==> src/rtl/collision_scheduler.sv <==
// Collision scheduler: scans a table of N_OBJ target boxes against a latched
// player box, one slot per cycle through a single shared comparator.
// Optional build macro CSCHED_TRUE_AABB_EN selects a true interval-overlap
// test; without it a hit needs a player edge inside the slot span on both axes.
module collision_scheduler #(
  parameter int unsigned N_OBJ = 8,
  parameter int unsigned IDX_W = 3
) (
  input  logic             clk,
  input  logic             rst_n,
  input  logic             start,
  input  logic [9:0]       p_x,
  input  logic [9:0]       p_y,
  input  logic [9:0]       p_w,
  input  logic [9:0]       p_h,
  input  logic             wr_en,
  input  logic [IDX_W-1:0] wr_idx,
  input  logic             wr_valid,
  input  logic [9:0]       wr_x,
  input  logic [9:0]       wr_y,
  input  logic [9:0]       wr_w,
  input  logic [9:0]       wr_h,
  output logic             busy,
  output logic             done,
  output logic [N_OBJ-1:0] hit_mask,
  output logic             hit_any,
  output logic [IDX_W-1:0] first_hit,
  output logic             wr_err
);

  typedef enum logic [1:0] {StIdle, StScan, StDone} state_t;

  state_t             state_q, state_d;
  logic [IDX_W-1:0]   idx_q;
  logic [N_OBJ-1:0]   acc_q;
  logic [9:0]         px_q, py_q, pw_q, ph_q;
  logic [N_OBJ-1:0]   valid_q;
  logic [9:0]         s_x_q [N_OBJ];
  logic [9:0]         s_y_q [N_OBJ];
  logic [9:0]         s_w_q [N_OBJ];
  logic [9:0]         s_h_q [N_OBJ];
  logic [N_OBJ-1:0]   hit_mask_q;
  logic               hit_any_q;
  logic [IDX_W-1:0]   first_hit_q;
  logic               wr_err_q;

  logic               start_ok;
  logic               wr_ok;
  logic               last_slot;
  logic [10:0]        p_x0, p_x1, p_y0, p_y1;
  logic [10:0]        s_x0, s_x1, s_y0, s_y1;
  logic               x_cond, y_cond, slot_hit;
  logic [N_OBJ-1:0]   mask_next;
  logic [IDX_W-1:0]   first_next;

  assign start_ok  = (state_q == StIdle) && start;
  // Writes to indices beyond the table (non power-of-two N_OBJ) are ignored.
  assign wr_ok     = (state_q == StIdle) && wr_en && (32'(wr_idx) < N_OBJ);
  assign last_slot = (idx_q == IDX_W'(N_OBJ - 1));

  // Edges are formed at 11 bits so x+w never wraps back into range.
  assign p_x0 = {1'b0, px_q};
  assign p_x1 = {1'b0, px_q} + {1'b0, pw_q};
  assign p_y0 = {1'b0, py_q};
  assign p_y1 = {1'b0, py_q} + {1'b0, ph_q};
  assign s_x0 = {1'b0, s_x_q[idx_q]};
  assign s_x1 = {1'b0, s_x_q[idx_q]} + {1'b0, s_w_q[idx_q]};
  assign s_y0 = {1'b0, s_y_q[idx_q]};
  assign s_y1 = {1'b0, s_y_q[idx_q]} + {1'b0, s_h_q[idx_q]};

  // Shared box comparator for the slot selected by the scan index.
  always_comb begin
`ifdef CSCHED_TRUE_AABB_EN
    x_cond = (p_x0 <= s_x1) && (s_x0 <= p_x1);
    y_cond = (p_y0 <= s_y1) && (s_y0 <= p_y1);
`else
    x_cond = ((p_x0 >= s_x0) && (p_x0 <= s_x1)) || ((p_x1 >= s_x0) && (p_x1 <= s_x1));
    y_cond = ((p_y0 >= s_y0) && (p_y0 <= s_y1)) || ((p_y1 >= s_y0) && (p_y1 <= s_y1));
`endif
    slot_hit = valid_q[idx_q] && x_cond && y_cond;
  end

  // Accumulator including the current slot, and its lowest set index.
  always_comb begin
    mask_next         = acc_q;
    mask_next[idx_q]  = slot_hit;
    first_next        = '0;
    for (int i = int'(N_OBJ) - 1; i >= 0; i--) begin
      if (mask_next[i]) first_next = IDX_W'(i);
    end
  end

  // Next-state logic for the IDLE/SCAN/DONE sequence.
  always_comb begin
    state_d = state_q;
    unique case (state_q)
      StIdle:  if (start) state_d = StScan;
      StScan:  if (last_slot) state_d = StDone;
      StDone:  state_d = StIdle;
      default: state_d = StIdle;
    endcase
  end

  // State register, scan index, accumulator and latched player box.
  always_ff @(posedge clk or negedge rst_n) begin
    if (!rst_n) begin
      state_q <= StIdle;
      idx_q   <= '0;
      acc_q   <= '0;
      px_q    <= '0;
      py_q    <= '0;
      pw_q    <= '0;
      ph_q    <= '0;
    end else begin
      state_q <= state_d;
      if (start_ok) begin
        idx_q <= '0;
        acc_q <= '0;
        px_q  <= p_x;
        py_q  <= p_y;
        pw_q  <= p_w;
        ph_q  <= p_h;
      end else if (state_q == StScan) begin
        idx_q <= idx_q + 1'b1;
        acc_q <= mask_next;
      end
    end
  end

  // Published results change only when the final slot has been evaluated.
  always_ff @(posedge clk or negedge rst_n) begin
    if (!rst_n) begin
      hit_mask_q  <= '0;
      hit_any_q   <= 1'b0;
      first_hit_q <= '0;
    end else if ((state_q == StScan) && last_slot) begin
      hit_mask_q  <= mask_next;
      hit_any_q   <= |mask_next;
      first_hit_q <= first_next;
    end
  end

  // Dropped-write flag and slot valid bits.
  always_ff @(posedge clk or negedge rst_n) begin
    if (!rst_n) begin
      wr_err_q <= 1'b0;
      valid_q  <= '0;
    end else begin
      wr_err_q <= wr_en && (state_q != StIdle);
      if (wr_ok) valid_q[wr_idx] <= wr_valid;
    end
  end

  // Slot coordinates carry no reset; validity alone gates their use.
  always_ff @(posedge clk) begin
    if (wr_ok) begin
      s_x_q[wr_idx] <= wr_x;
      s_y_q[wr_idx] <= wr_y;
      s_w_q[wr_idx] <= wr_w;
      s_h_q[wr_idx] <= wr_h;
    end
  end

  assign busy      = (state_q != StIdle);
  assign done      = (state_q == StDone);
  assign hit_mask  = hit_mask_q;
  assign hit_any   = hit_any_q;
  assign first_hit = first_hit_q;
  assign wr_err    = wr_err_q;

endmodule

==> config.mk <==
export PLATFORM = sky130hd
export DESIGN_NAME = collision_scheduler
export DESIGN_NICKNAME = d
export VERILOG_FILES = /design/src/rtl/collision_scheduler.sv
export SDC_FILE = /design/constraint.sdc
export NUM_CORES = 1
export LEC_CHECK = 0
export BUFFER_PORTS_ARGS = -buffer_cell sky130_fd_sc_hd__buf_4
export CORE_ASPECT_RATIO = 0.7
export CORE_MARGIN = 10
export CORE_UTILIZATION = 47
export DETAILED_ROUTE_END_ITERATION = 8
export GPL_ROUTABILITY_DRIVEN = 1
export PLACE_DENSITY = 0.66
export SKIP_CTS_REPAIR_TIMING = 1
export SLEW_MARGIN = 20
export SYNTH_ARGS = -nofsm -noshare
export SYNTH_HDL_FRONTEND = slang
export SYNTH_SLANG_ARGS = --single-unit
==> constraint.sdc <==
create_clock -name clk -period 15.3 [get_ports clk]
set_input_delay 1.53 -clock clk [delete_from_list [all_inputs] [get_ports clk]]
set_output_delay 1.53 -clock clk [all_outputs]
set_load 0.01 [all_outputs]
; After elaboration in Yosys (flattened, before gate mapping)
; Memory sizes are Yosys's and may differ from the RTL's.
; Cells that the tools add are included.
[word_totals]
reg_bits = 74
latch_bits = 0
mem_bits_rw = 320
rom_bits = 0
mem_count = 4
[memory_table]
columns = memory, words, word_bits, rd, rd_clocked_by_memory_dff, wr, line_no
row1 = s_h_q, 8, 10, 1, 0, 1, 41  ; logic [9:0] s_h_q [N_OBJ];
row2 = s_w_q, 8, 10, 1, 0, 1, 40  ; logic [9:0] s_w_q [N_OBJ];
row3 = s_x_q, 8, 10, 1, 0, 1, 38  ; logic [9:0] s_x_q [N_OBJ];
row4 = s_y_q, 8, 10, 1, 0, 1, 39  ; logic [9:0] s_y_q [N_OBJ];
[op_classes]
addsub = 5
multipliers = 0
n_div = 0
magnitude_cmp = 12
eq_ne = 5
shifts = 0
n_mux = 25
n_bitwise = 0
n_reduce_logical = 19
[ops]
columns = op, count
row1 = adder 10 x 10 -> 11 bit, 4
row2 = two-way mux 3 bit, 10
row3 = greater-or-equal comparator 11 x 10 -> 1 bit, 2
row4 = <= comparator 10 x 11 -> 1 bit, 2
row5 = <= comparator 11 bit, 2
row6 = greater-or-equal comparator 10 bit, 2
row7 = bitwise mux 8 bit, 2
row8 = two-way mux 8 bit, 2
row9 = logical AND 1 bit, 12
row10 = less-than comparator 3 x 4 -> 1 bit (second input constant), 2
row11 = OR reduction 8 bit, 1
row12 = demux 1 bit (select 3 bit), 2
row13 = greater-or-equal comparator 3 x 1 -> 1 bit (second input constant), 2
row14 = two-way mux 1 bit, 5
row15 = two-way mux 2 bit, 2
row16 = inequality test 2 bit (second input constant), 2
row17 = case mux 2 bit (2 select lines), 1
row18 = nonzero test 2 bit, 2
row19 = adder 3 x 1 -> 3 bit (second input constant), 1
row20 = binary-select mux 1 bit (select 3 bit), 1
row21 = equality test 3 bit (second input constant), 1
row22 = equality test 2 x 1 -> 1 bit (second input constant), 1
row23 = equality test 2 bit (second input constant), 1
row24 = zero test 2 bit, 1
row25 = other kinds (2), 3

; Logic depth before layout (Yosys ltp)
; Gate-level depths: netlist of run 1.
; An unclocked memory read counts as a cell.
[depth]
ltp_word = 16
mapped_depth = 29
ltp_nobuf = 24

; Worst setup path before layout of run 1
; OpenSTA, ideal clock, no wires.
[synth_timing]
kind = flip-flop to flip-flop
from = register idx_q[0]
to = register first_hit_q[1], in the netlist first_hit[1]
arrival_time_ns = 5.551
setup_slack_ns = 9.620
path_stages_with_launch = 27
path_buffers = 3
cell_sequence = dfrtp_1 clkbuf_1 buf_1 buf_1 mux2i_1 nor2_1 a21oi_1 a21oi_1 a221oi_1 inv_1 ha_1 a211oi_1 o21a_1 o21bai_1 a21o_1 a21o_1 a21oi_1 xor2_1 ha_1 nand4_1 or4_1 o21bai_1 o211ai_1 a32oi_4 a2111oi_0 a2bb2oi_1 a21oi_1
[synth_between]
elab_chain_cells = 16
[synth_lines]
columns = element, line_no
row1 = "start, declared", 34  ; logic [IDX_W-1:0] idx_q;
row2 = "start signal, assigned", 124  ; idx_q <= idx_q + 1'b1;
row3 = "memory (8 x 10 bit), on equally long branches", --
row4 = adder 10 x 10 -> 11 bit, 67  ; assign s_x1 = {1'b0, s_x_q[idx_q]} + {1'b0, s_w_q[idx_q]};
row5 = <= comparator 10 x 11 -> 1 bit / <= comparator 11 bit (equally long branches), 77  ; x_cond = ((p_x0 >= s_x0) && (p_x0 <= s_x1)) || ((p_x1 >= s_x0) && (p_x1 <= s_x1));
row6 = logical AND 1 bit, 77
row7 = logical OR 1 bit, 77
row8 = logical AND 1 bit (2 in series), 80  ; slot_hit = valid_q[idx_q] && x_cond && y_cond;
row9 = bitwise mux 8 bit, 86  ; mask_next[idx_q] = slot_hit;
row10 = two-way mux 3 bit (8 in series), 89  ; if (mask_next[i]) first_next = IDX_W'(i);
row11 = "end signal, assigned", 139  ; first_hit_q <= first_next;
row12 = "end, declared", 44  ; logic [IDX_W-1:0] first_hit_q;
; Parallel ways exist; a longest one is shown, timed or not. The select of a mux whose other input is x is not followed.
; A chain may end at the register's enable or synchronous reset.

; Worst setup path after layout of run 1
[layout_timing]
from = register idx_q[1]
to = register acc_q[1]
[layout_between]
elab_chain_cells = 10
[layout_lines]
columns = element, line_no
row1 = "memory (8 x 10 bit), on equally long branches", --
row2 = adder 10 x 10 -> 11 bit, 67
row3 = <= comparator 10 x 11 -> 1 bit / <= comparator 11 bit (equally long branches), 77
row4 = logical AND 1 bit, 77
row5 = logical OR 1 bit, 77
row6 = logical AND 1 bit (2 in series), 80
row7 = bitwise mux 8 bit (*), 86
row8 = two-way mux 8 bit (*), 123  ; end else if (state_q == StScan) begin
row9 = two-way mux 8 bit (*), 116  ; if (start_ok) begin
row10 = "end signal, assigned", 125  ; acc_q <= mask_next;
row11 = "end, declared", 35  ; logic [N_OBJ-1:0] acc_q;
; Every way passes the cells marked *; elsewhere a longest branch is shown, timed or not. The select of a mux whose other input is x is not followed.

==> results of run 1 <==
-- layout make-up --
type / instances / area [sq um] / share of cell area
Inverter: 43 / 161 / 0.00775
Multi-Input combinational cell: 878 / 6380 / 0.306
Clock buffer: 50 / 1080 / 0.0518
Timing Repair Buffer: 124 / 931 / 0.0447
Sequential cell: 394 / 11500 / 0.550
Clock inverter: 22 / 186 / 0.00895
Antenna cell: 2 / 5.00 / 0.000240
Tap cell: 496 / 621 / 0.0298
-- cells in the mapped netlist (11+ instances only) --
cell	n
nor2b_1	15
nor2_1	59
a22o_1	12
mux2_2	11
edfxtp_1	320
a21oi_1	49
o21ai_0	39
nand2b_1	12
a221oi_1	14
clkbuf_1	45
nand4_1	22
nand3_1	22
o21a_1	12
o21bai_1	11
and4_1	13
nand2_1	162
a22oi_1	127
inv_1	43
xnor2_1	19
ha_1	121
a21o_1	20
dfrtp_1	74
o21ai_1	14
-- path summary, 6_finish.rpt --
path | start | endpoint | slack, ps | cells past startpoint
worst max-delay path | idx_q[1] | acc_q[1] | 8120 | 24
worst min-delay path | ph_q[9] | ph_q[9] | 490 | 2
worst max register to register | idx_q[1] | acc_q[1] | 8120 | 24
worst min register to register | ph_q[9] | ph_q[9] | 490 | 2
max in group asynchronous | rst_n | px_q[7] | 13380 | 2
min in group asynchronous | rst_n | idx_q[2] | 810 | 1
-- critical path, delay by kind of cell, from the launching register on --
family | cells | cell delay [ps]
buf+inv | 3 | 1030
flops | 1 | 640
xor+xnor | 1 | 330
compound gates | 12 | 2880
simple gates | 5 | 1470
fa+ha+maj | 2 | 460
mux | 1 | 250
-- cells by family after synthesis --
kind of cell | synth area share
adder cells (fa/ha/maj) | 0.0885
XOR/XNOR | 0.0153
multiplexers | 0.0131
AND/OR/NAND/NOR | 0.0884
AO/OA/AOI/OAI | 0.142
buffers and inverters | 0.0205
flip-flops | 0.633
-- per-layer routing --
metal,wire length (microns),up-vias,GRT usage
met5,21,-,0
met4,1050,4,0.0529
met3,3700,65,0.0463
met2,20900,440,0.306
met1,21500,5765,0.286
li1,-,5514,-
-- through the flow --
stage | worst slack (ps) | std cells | utilization | area [sq um] | hold slack [ps]
after global placement | 8530 | 1935 | 0.512 | 19600 | 467
after global routing | 7650 | 2009 | 0.545 | 20800 | 493
after detailed placement | 8300 | 1935 | 0.512 | 19600 | 471
after CTS | 8250 | 2007 | 0.545 | 20800 | 486
final | 8120 | 2009 | 0.545 | 20800 | 486
after floorplan | 9620 | 1370 | - | 18100 | 450
-- sequential cells by signal, summed over array words and instances, names as in the netlist --
name / flops
s_h_q: 80
s_w_q: 80
s_x_q: 80
s_y_q: 80
ph_q: 10
pw_q: 10
px_q: 10
py_q: 10
acc_q: 8
hit_mask: 8
valid_q: 8
first_hit: 3
idx_q: 3
state_q: 2
hit_any: 1
wr_err: 1
-- cells in the final DEF, fill, tap and decap left out, types with 5 or more instances in the layout --
| master | count |
|---|---|
| a211oi_1 | 10 |
| a21o_1 | 20 |
| a21oi_1 | 49 |
| a221oi_1 | 14 |
| a22o_1 | 12 |
| a22oi_1 | 127 |
| a31oi_1 | 7 |
| and3_1 | 8 |
| and4_1 | 13 |
| buf_4 | 124 |
| clkbuf_1 | 6 |
| clkbuf_16 | 40 |
| clkinv_1 | 7 |
| clkinv_2 | 5 |
| dfrtp_1 | 74 |
| edfxtp_1 | 320 |
| ha_1 | 121 |
| inv_1 | 43 |
| mux2_2 | 11 |
| mux2i_1 | 9 |
| nand2_1 | 162 |
| nand2b_1 | 12 |
| nand3_1 | 22 |
| nand4_1 | 22 |
| nor2_1 | 49 |
| nor2_4 | 10 |
| nor2b_1 | 15 |
| nor3_1 | 6 |
| nor3_2 | 5 |
| o21a_1 | 12 |
| o21ai_0 | 39 |
| o21ai_1 | 14 |
| o21bai_1 | 11 |
| xnor2_1 | 19 |
| xor2_1 | 10 |
==> results.py, run 1 <==
metrics = {
    "critical_path": {
        "crit_chain": "inv_1 > nand2_1 > nor2_4 > buf_4 > a221oi_1 > and3_1 > inv_1 > ha_1 > a211oi_1 > o21a_1 > o21bai_1 > a21o_1 > a21o_1 > a21oi_1 > xor2_1 > ha_1 > nand4_1 > or4_1 > o21bai_1 > o211ai_1 > a32oi_4 > a21oi_1 > mux2i_1 > o21ai_1",
        "cp_slowest_cell": "a21oi_1",
        "worstPathRequired_ps": 15760,
        "crit_type": "flop to flop",
        "max_stage_delay_ps": 800,
        "crit_arrival_ps": 7640,
        "worstSetupStartpointType": "flop",
        "end_kind": "flop",
        "crit_fanout": 30,
    },
    "placement": {
        "port_buffers": 102,
        "place_congestion": 0.886,
        "dp_hpwl_microns": 30100,
    },
    "timing": {
        "finalCriticalPeriod_ps": 7180,
        "tns_ps": 0,
        "timing.final.crit_share": 0.469,
        "max_slew_margin": 0.306,
        "rsz0062_at_grt": "false",
        "fmax_ghz": 0.139,
        "drv_slew": 0,
        "setup_violations": 0,
        "tightest_slew_ps": 1030,
        "finClkSkew_ps": 23.7,
        "final_hold_viol_count": 0,
    },
    "final_layout": {
        "syn2layout_area_growth_pct": 15.0,
        "fillerInstances": 3125,
        "nets": 1693,
        "drive_gt1_frac": 0.150,
    },
    "detailed_routing": {
        "num_vias": 11800,
        "dr.pass1.iters": 6,
        "drc": 0,
        "wl_per_cell_microns": 23.5,
        "drt-total-wl_microns": 47200,
        "via_per_inst": 5.87,
        "antenna_left": 0,
        "drt_iter0_markers": 1151,
    },
    "synth": {
        "syn_area_per_cell_sq_um": 13.2,
        "ys.flop_type": "edfxtp_1",
        "synth_nets": 1583,
        "synth_cells": 1370,
        "ys_warn_count": 0,
        "yosysUniqueCellTypes": 77,
        "synth_edf_count": 320,
        "async_flop_share": 0.188,
        "yosys-top-cells-area": "edfxtp_1, dfrtp_1, ha_1",
        "ys_seq_area_frac": 0.633,
        "syn_area_sq_um": 18100,
        "yosysTopAreaCellShare": 0.530,
        "synth-seq-cells": 394,
        "synth_top_cell_by_area": "edfxtp_1",
    },
    "clock_tree": {
        "cts-buffers-inserted": 39,
        "path_clk_slew_ps": 60,
        "clk_latency_ps": 560,
        "clockBufferDepth": 3,
        "root_buffer": "clkbuf_16",
        "htreeDepth": 2,
        "cts_tree": "built",
        "clock-sinks": 394,
    },
    "outcome": {
        "outcome": "finished clean",
    },
    "grt": {
        "antenna_found_initial": 4,
        "grt_pass1_wl_microns": 72000,
        "grt-ovfl-total": 0,
        "grtUsageTotal": 0.201,
        "grt_max_degree": 66,
        "first_global_vias": 11600,
    },
    "run": {
        "maxCapViolCount": 0,
    },
    "floorplan": {
        "rows": 60,
        "core_sq_um": 38200,
        "start_util": 0.474,
        "die_area_sq_um": 46900,
        "die_h_microns": 184,
        "die_w_microns": 255,
        "ios": 103,
    },
    "min_path": {
        "min_path_type": "flop to flop",
    },
}
Power of run 1 is left out: the tool's default activity adds up to more than one toggle a clock period on the data nets, which glitch-free logic cannot reach.
==> inputs of run 2 (changes only) <==
==> constraint.sdc (replaced) <==
create_clock -name clk -period 6.7 [get_ports clk]
set_input_delay 0.67 -clock clk [delete_from_list [all_inputs] [get_ports clk]]
set_output_delay 0.67 -clock clk [all_outputs]
set_load 0.01 [all_outputs]
==> results.py, run 2 (synthesized netlist as in run 1, its figures left out) <==
metrics = {
    "outcome": {
        "outcome": "finished clean",
    },
    "critical_path": {
        "end_kind": "flop",
        "r2r-start": "idx_q[0]",
        "crit_fanout": 12,
        "worstSetupStartpointType": "flop",
        "crit_arrival_ps": 6690,
        "crit_start": "idx_q[0]",
        "worstPathRequired_ps": 7120,
        "crit_type": "flop to flop",
    },
    "timing": {
        "tightest_slew_ps": 1060,
        "setup_violations": 0,
        "final_hold_viol_count": 0,
        "max_slew_margin": 0.285,
        "fmax_ghz": 0.159,
        "finalCriticalPeriod_ps": 6270,
        "finClkSkew_ps": 19.4,
        "timing.final.crit_share": 0.936,
        "rsz0062_at_grt": "false",
        "drv_slew": 0,
        "tns_ps": 0,
    },
    "clock_tree": {
        "path_clk_slew_ps": 70,
        "clock-sinks": 394,
        "root_buffer": "clkbuf_16",
        "cts_tree": "built",
        "clockBufferDepth": 3,
        "clk_latency_ps": 550,
        "htreeDepth": 2,
        "cts-buffers-inserted": 39,
    },
    "detailed_routing": {
        "drt_iter0_markers": 1082,
        "num_vias": 11900,
        "wl_per_cell_microns": 23.3,
        "antenna_left": 0,
        "dr.pass1.iters": 5,
        "via_per_inst": 5.88,
        "drt-total-wl_microns": 47100,
        "drc": 0,
    },
    "final_layout": {
        "syn2layout_area_growth_pct": 15.8,
        "nets": 1705,
        "final_common_cell": "edfxtp_1",
        "drive_gt1_frac": 0.154,
        "layout_common_cells": "edfxtp_1, nand2_1, buf_4, a22oi_1, ha_1",
        "fillerInstances": 3138,
        "diodes": 0,
    },
    "placement": {
        "place_congestion": 0.863,
        "dp_hpwl_microns": 30400,
        "port_buffers": 102,
    },
    "floorplan": {
        "ios": 103,
        "die_w_microns": 255,
        "die_area_sq_um": 46900,
        "start_util": 0.474,
        "die_h_microns": 184,
        "core_sq_um": 38200,
        "rows": 60,
    },
    "grt": {
        "grt_pass1_wl_microns": 71300,
        "first_global_vias": 11600,
        "grt-ovfl-total": 0,
        "grt_max_degree": 75,
        "grtUsageTotal": 0.199,
        "antenna_found_initial": 2,
    },
    "run": {
        "maxCapViolCount": 0,
    },
    "min_path": {
        "min_path_type": "input pin to async pin",
    },
}
run 2: cell count changes in the layout (fill, tap and decap cells not counted), sizes merged, moves of 2 or more:
cell and delta:
buf +12, bufinv +2, diode -2, clkbuf -3
clkinv +3
run 2: final cells by class:
type	count	area, sq um	share of cell area
repair buffers	136	1090	0.0520
inverters	43	161	0.00770
clock buffers	47	1030	0.0490
multi-input cells	878	6380	0.304
clock inverters	25	234	0.0112
well taps	496	621	0.0296
flip-flops and latches	394	11500	0.546
run 2: worst paths after layout:
check                               end  slack (ps)  depth (start not counted)
max                        first_hit[1]         430                         22
min                         hit_mask[4]          40                          1
max reg2reg                first_hit[1]         430                         22
min reg2reg                     pw_q[5]         490                          2
max in group asynchronous       px_q[4]        6070                          2
min in group clk                pw_q[2]         310                          3
run 2: stage by stage:
stage / utilization / std cells / worst slack, ps / cell area [sq um] / hold slack (ps)
after global placement: 0.515 / 1946 / 672 / 19700 / 466
after floorplan: - / 1370 / 1020 / 18100 / 374
after detailed placement: 0.515 / 1946 / 530 / 19700 / 467
final: 0.549 / 2019 / 427 / 21000 / 39.8
after CTS: 0.548 / 2018 / 485 / 20900 / 293
after global routing: 0.549 / 2019 / 15.4 / 21000 / 47.0
run 2: critical path, cell delays in order (launching register included):
cell,delay [ps]
dfrtp_1,630
buf_4,290
mux2_2,360
a221oi_1,240
a21oi_1,100
a221oi_1,560
inv_1,110
ha_1,320
a211oi_1,280
o21a_1,220
o21bai_1,90
a21o_1,210
a21o_1,180
a21oi_1,160
xor2_1,120
ha_1,340
and3_1,210
nand4_1,160
o311ai_1,550
a32oi_4,210
a2111oi_0,500
a2bb2oi_1,220
a21oi_1,60
run 2: layer usage:
metal	wire (microns)	global-route usage	vias to the layer above	share of wire
li1	-	-	5531	-
met1	21700	0.286	5883	0.46
met2	21300	0.310	401	0.45
met3	3260	0.0369	62	0.069
met4	836	0.0463	4	0.018
met5	23	0	-	0.00049
Power of run 2 is left out for the same reason.
